## src/rtl/crc32_stream_if.sv

```systemverilog
// Stream-in / result-out bundle for the CRC32 frame controller.
// The slave modport is the controller's view; the master modport is the source/consumer side.
interface crc32_stream_if #(
    parameter int CNT_W = 16
);
    logic             in_valid;
    logic             in_ready;
    logic [31:0]      in_data;
    logic             in_sop;
    logic             in_eop;
    logic             out_valid;
    logic             out_ready;
    logic [31:0]      out_crc;
    logic [CNT_W-1:0] out_count;
    logic             out_ovf;

    modport slave (
        input  in_valid, in_data, in_sop, in_eop, out_ready,
        output in_ready, out_valid, out_crc, out_count, out_ovf
    );

    modport master (
        output in_valid, in_data, in_sop, in_eop, out_ready,
        input  in_ready, out_valid, out_crc, out_count, out_ovf
    );
endinterface

```

## src/rtl/crc32_stream_ctrl.sv

```systemverilog
// Frame controller: folds a valid/ready stream of 32-bit words into a running CRC32
// (poly 0x04C11DB7, word MSB first) and holds the per-frame result until it is taken.
//
// state   | meaning
// --------+---------------------------------------------------------------
// S_IDLE  | no frame open; next accepted word always starts a frame
// S_ACCUM | frame open, accumulating; sop restarts, eop closes
// S_DONE  | result presented on out_*, input stalled until out_ready
module crc32_stream_ctrl #(
    parameter logic [31:0] INIT   = 32'hFFFF_FFFF,
    parameter logic [31:0] XOROUT = 32'h0000_0000,
    parameter int          CNT_W  = 16
) (
    input  logic           clk,
    input  logic           rst,
    crc32_stream_if.slave  bus,
    output logic           busy
);

    localparam logic [1:0] S_IDLE  = 2'd0;
    localparam logic [1:0] S_ACCUM = 2'd1;
    localparam logic [1:0] S_DONE  = 2'd2;

    localparam logic [31:0]      POLY    = 32'h04C1_1DB7;
    localparam logic [CNT_W-1:0] CNT_MAX = {CNT_W{1'b1}};

    function automatic logic [31:0] crc32_word(input logic [31:0] data,
                                               input logic [31:0] seed);
        logic [31:0] c;
        logic        fb;
        c = seed;
        for (int i = 31; i >= 0; i--) begin
            fb = c[31] ^ data[i];
            c  = {c[30:0], 1'b0};
            if (fb) c = c ^ POLY;
        end
        return c;
    endfunction

    logic [1:0]       state_q,     state_d;
    logic [31:0]      crc_q,       crc_d;
    logic [CNT_W-1:0] count_q,     count_d;
    logic             ovf_q,       ovf_d;
    logic             out_valid_q, out_valid_d;
    logic [31:0]      out_crc_q,   out_crc_d;
    logic [CNT_W-1:0] out_count_q, out_count_d;
    logic             out_ovf_q,   out_ovf_d;

    logic        in_ready;
    logic        accept;
    logic        start;
    logic [31:0] crc_next;

    assign in_ready = (state_q != S_DONE);
    assign accept   = bus.in_valid & in_ready;
    // Any word taken in IDLE opens a frame; an sop inside a frame discards the partial one.
    assign start    = (state_q == S_IDLE) | ((state_q == S_ACCUM) & bus.in_sop);
    assign crc_next = crc32_word(bus.in_data, start ? INIT : crc_q);

    always_comb begin
        state_d     = state_q;
        crc_d       = crc_q;
        count_d     = count_q;
        ovf_d       = ovf_q;
        out_valid_d = out_valid_q;
        out_crc_d   = out_crc_q;
        out_count_d = out_count_q;
        out_ovf_d   = out_ovf_q;

        if (accept) begin
            crc_d = crc_next;
            if (start) begin
                count_d = {{(CNT_W-1){1'b0}}, 1'b1};
                ovf_d   = 1'b0;
            end else if (count_q == CNT_MAX) begin
                ovf_d = 1'b1;
            end else begin
                count_d = count_q + 1'b1;
            end

            if (bus.in_eop) begin
                state_d     = S_DONE;
                out_valid_d = 1'b1;
                out_crc_d   = crc_next ^ XOROUT;
                out_count_d = count_d;
                out_ovf_d   = ovf_d;
            end else begin
                state_d = S_ACCUM;
            end
        end else if ((state_q == S_DONE) && bus.out_ready) begin
            state_d     = S_IDLE;
            out_valid_d = 1'b0;
            crc_d       = INIT;
            count_d     = '0;
            ovf_d       = 1'b0;
        end
    end

    always_ff @(posedge clk or posedge rst) begin
        if (rst) begin
            state_q     <= S_IDLE;
            crc_q       <= INIT;
            count_q     <= '0;
            ovf_q       <= 1'b0;
            out_valid_q <= 1'b0;
            out_crc_q   <= '0;
            out_count_q <= '0;
            out_ovf_q   <= 1'b0;
        end else begin
            state_q     <= state_d;
            crc_q       <= crc_d;
            count_q     <= count_d;
            ovf_q       <= ovf_d;
            out_valid_q <= out_valid_d;
            out_crc_q   <= out_crc_d;
            out_count_q <= out_count_d;
            out_ovf_q   <= out_ovf_d;
        end
    end

    assign bus.in_ready  = in_ready;
    assign bus.out_valid = out_valid_q;
    assign bus.out_crc   = out_crc_q;
    assign bus.out_count = out_count_q;
    assign bus.out_ovf   = out_ovf_q;
    assign busy          = (state_q != S_IDLE);

endmodule
```

## src/flat_wrapper.sv

```systemverilog
// flat-port wrapper written by rule: the top's interface ports become plain ports
module crc32_stream_ctrl_flat 
#(
    parameter logic [31:0] INIT   = 32'hFFFF_FFFF,
    parameter logic [31:0] XOROUT = 32'h0000_0000,
    parameter int          CNT_W  = 16
)
  (clk, rst, busy, bus_in_valid, bus_in_data, bus_in_sop, bus_in_eop, bus_out_ready, bus_in_ready, bus_out_valid, bus_out_crc, bus_out_count, bus_out_ovf);
  crc32_stream_if #(.CNT_W(CNT_W)) bus_i ();
  input  logic clk;
  input  logic rst;
  output logic busy;
  input wire logic [$bits(bus_i.in_valid)-1:0] bus_in_valid;
  input wire logic [$bits(bus_i.in_data)-1:0] bus_in_data;
  input wire logic [$bits(bus_i.in_sop)-1:0] bus_in_sop;
  input wire logic [$bits(bus_i.in_eop)-1:0] bus_in_eop;
  input wire logic [$bits(bus_i.out_ready)-1:0] bus_out_ready;
  output wire logic [$bits(bus_i.in_ready)-1:0] bus_in_ready;
  output wire logic [$bits(bus_i.out_valid)-1:0] bus_out_valid;
  output wire logic [$bits(bus_i.out_crc)-1:0] bus_out_crc;
  output wire logic [$bits(bus_i.out_count)-1:0] bus_out_count;
  output wire logic [$bits(bus_i.out_ovf)-1:0] bus_out_ovf;
  assign bus_i.in_valid = bus_in_valid;
  assign bus_i.in_data = bus_in_data;
  assign bus_i.in_sop = bus_in_sop;
  assign bus_i.in_eop = bus_in_eop;
  assign bus_i.out_ready = bus_out_ready;
  assign bus_in_ready = bus_i.in_ready;
  assign bus_out_valid = bus_i.out_valid;
  assign bus_out_crc = bus_i.out_crc;
  assign bus_out_count = bus_i.out_count;
  assign bus_out_ovf = bus_i.out_ovf;
  crc32_stream_ctrl #(.INIT(INIT), .XOROUT(XOROUT), .CNT_W(CNT_W)) u_core (.clk(clk), .rst(rst), .bus(bus_i), .busy(busy));
endmodule
```

## config.mk

```make
export PLATFORM = sky130hd
export DESIGN_NAME = crc32_stream_ctrl_flat
export DESIGN_NICKNAME = d
export VERILOG_FILES = /design/src/rtl/crc32_stream_if.sv /design/src/rtl/crc32_stream_ctrl.sv /design/src/flat_wrapper.sv
export SDC_FILE = /design/constraint.sdc
export NUM_CORES = 1
export LEC_CHECK = 0
export ABC_AREA = 1
export CAP_MARGIN = 25
export CORE_MARGIN = 3
export CORE_UTILIZATION = 35
export CTS_BUF_LIST = sky130_fd_sc_hd__clkbuf_4 sky130_fd_sc_hd__clkbuf_8
export CTS_CLUSTER_DIAMETER = 60
export DETAILED_ROUTE_END_ITERATION = 16
export GPL_ROUTABILITY_DRIVEN = 0
export PLACE_DENSITY = 0.51
export SYNTH_ARGS = -nofsm -noshare
export SYNTH_HDL_FRONTEND = slang
export SYNTH_SLANG_ARGS = --single-unit
```

## constraint.sdc

```tcl
create_clock -name clk -period 5 [get_ports clk]
set_input_delay 0.5 -clock clk [delete_from_list [all_inputs] [get_ports clk]]
set_output_delay 0.5 -clock clk [all_outputs]
set_load 0.01 [all_outputs]
```

==> results by group <==
Setup path
  • Most numerous cell on the critical path: nand2_1
  • CP Capture Type: flop
  • Worst R2R Setup Slack: 0.78 ns
  • Critical path startpoint category: input pin
  • Worst R2R Start: u_core.state_q[1]
  • Slowest cell on crit path: clkdlybuf4s50_1
  • Arrival @ worst endpoint: 4.73 ns
  • R2R depth: 29
  • CP required: 5.33 ns
  • Top delay family on crit path: simple AND/OR/NAND/NOR gates
  • Reg-to-reg endpoint: u_core.crc_q[8]
  • WS Path Type: in -> reg
  • Crit Path Max Fanout: 14
  • Worst Setup SP: bus_in_sop
  • WP buf/inv: 6
  • Max stage delay on crit path: 0.51 ns

Yosys
  • Ranking of synthesized cells by area: nand2_1 26%, dfrtp_1 18%, nand3_1 9.6%
  • Top cell type's share of synthesized area: 0.262
  • Synth area leader: nand2_1
  • Syn_nets: 1593
  • Dominant synthesized flop cell: dfrtp_1
  • Syn avg cell area: 6.26 µm²
  • Synthesized flop and latch total: 101
  • Async set-reset flop share out of synthesis: 1.00
  • Cell variety after synth: 45
  • Post-synthesis sequential area ratio: 0.264
  • Post-Synthesis Cells: 1554
  • Number of synthesized flops with an enable pin: 0
  • Yosys warning count: 0
  • Mapped cell area: 9730 µm²

STA
  • Worst clock skew: 0.0151 ns
  • Slew HR: 0.497
  • Final period util: 0.880
  • Slew @ Worst Pin: 0.754 ns
  • TNS Setup: 0 ns
  • F_max: 0.227 GHz
  • Setup violators final: 0
  • RSZ-0062 raised after global routing: false
  • Max-slew violations: 0
  • Hold Fails Final Rpt: 0
  • Crit path time final: 4.40 ns

CTS
  • Post-CTS setup buffers: 0
  • Post-CTS sizing: 0
  • TritonCTS clock tree: done
  • Hold bufs inserted after CTS: 0
  • Root Buffer: clkbuf_8
  • CTS Buf Count: 9
  • Clock Pin Slew Worst Setup and Hold Paths: 0.11 ns
  • Clk buf depth: 2
  • H-tree Lvls: 3
  • Clock Latency Late Sink: 0.38 ns
  • TritonCTS Sinks: 101

Global routing
  • Initial antenna violation count: 0
  • Pin count of the biggest net entering global routing: 75
  • Via count of the first global-routing pass: 8913
  • Total Routing Usage GR: 0.221
  • Global-route wire length before repair: 52200 µm
  • Overflow after GRT: 0

Floorplanning
  • CORE AREA: 27200 µm²
  • Die area: 29800 µm²
  • Die Y: 173 µm
  • Initial Util: 0.358
  • Std cell rows: 60
  • Die W: 173 µm
  • I/O pin cnt: 90

Run status
  • Status: complete, no violations

Routing
  • Routed WL: 33700 µm
  • Initial DRC count: 823
  • Via count: 9870
  • Antenna Violating Nets Remaining: 0
  • Pre-antenna DRT Iters: 5
  • Avg WL per Cell: 16.7 µm
  • Routed vias/inst: 4.89
  • Drt drc: 0

Flow run
  • Max-cap viol count: 0

Min path
  • Hold endpoint: u_core.bus.out_crc[8]
  • Beginning of the worst hold path: u_core.bus.out_crc[8]
  • Hold WC Path Type: reg -> reg
  • Hold Crit Depth: 2

Cells and area
  • Commonest non-fill, non-tap cells in the layout: 679 x nand2_1, 187 x nand3_1, 137 x inv_1
  • Area growth from synthesis to layout: 15.4%
  • Leading cell type in the layout, fill and taps excluded: nand2_1
  • Fillcell total: 2957
  • Layout cell share with drive strength beyond 1: 0.133
  • Final net count: 1679
  • Inserted Diodes: 0

Place
  • PortBufs: 89
  • DP HPWL: 27100 µm
-- cell families after synthesis --
logic type | synth area share
adders and majority gates | 0.00129
xor gates and xnor gates | 0.112
AOI/OAI and AO/OA | 0.0533
and+or+nand+nor | 0.492
buffers and inverters | 0.0778
DFF | 0.264
-- worst max path at each step --
stage | to | cells past startpoint
after detailed placement | u_core.crc_q[8] | 31
after global routing | u_core.crc_q[8] | 32
final | u_core.crc_q[8] | 31
after global placement | u_core.crc_q[8] | 31
after floorplan | u_core.bus.out_count[0] | 1
after CTS | u_core.crc_q[8] | 31
-- area by class of cell --
| class | count | area [µm²] | area share |
|---|---|---|---|
| clock buffer | 9 | 124 | 0.0110 |
| clock inverter | 7 | 57.6 | 0.00512 |
| timing repair buffer | 102 | 988 | 0.0880 |
| inverter | 162 | 616 | 0.0548 |
| tap | 372 | 465 | 0.0414 |
| sequential | 101 | 2570 | 0.229 |
| multi-input combinational | 1264 | 6410 | 0.571 |
-- layer usage --
layer  share of wire  up-vias  wire [µm]  global-route usage
met1            0.49     4545      16400               0.322
li1                -     5026          -                   -
met3           0.048       24       1610              0.0180
met5               0        -          0                   0
met2            0.46      275      15400               0.362
met4           0.011        0        374              0.0412
-- state kept, by name (all words and copies together) (netlist names) --
name,cells
u_core.bus.out_count,16
u_core.bus.out_crc,32
u_core.bus.out_ovf,1
u_core.bus.out_valid,1
u_core.count_q,16
u_core.crc_q,32
u_core.ovf_q,1
u_core.state_q,2
-- synthesized netlist by cell type, drive strengths merged (2+ instances only) --
| cell type | number |
|---|---|
| nor3 | 8 |
| a21oi | 13 |
| nand4 | 6 |
| xnor2 | 23 |
| nor4 | 2 |
| or2 | 12 |
| a22oi | 2 |
| nand3b | 5 |
| o21a | 2 |
| xor2 | 90 |
| a21o | 2 |
| nor2 | 34 |
| dfstp | 32 |
| o22ai | 14 |
| dfrtp | 69 |
| nand2 | 783 |
| o21ai | 59 |
| buf | 10 |
| clkbuf | 17 |
| clkinv | 2 |
| xnor3 | 3 |
| nand3 | 202 |
| inv | 160 |
-- per-stage QoR --
| step | util | setup slack, ns | cells | area (µm²) | hold WS, ns |
|---|---|---|---|---|---|
| floorplan | - | 1.91 | 1554 | 9730 | 0.475 |
| global placement | 0.407 | 0.302 | 2001 | 11000 | 0.461 |
| detailed placement | 0.407 | 0.225 | 2001 | 11000 | 0.466 |
| CTS | 0.413 | 0.645 | 2017 | 11200 | 0.493 |
| global route | 0.413 | 0.256 | 2017 | 11200 | 0.505 |
| finish | 0.413 | 0.600 | 2017 | 11200 | 0.485 |
-- worst min-delay path, cell delays in order (launching register included) --
cell	delay (ns)
dfrtp_1	0.35
nand2_1	0.05
nand2_1	0.05
Power is not shown: default switching activity piles up to over one toggle a cycle in this logic, so the estimate is an artifact.
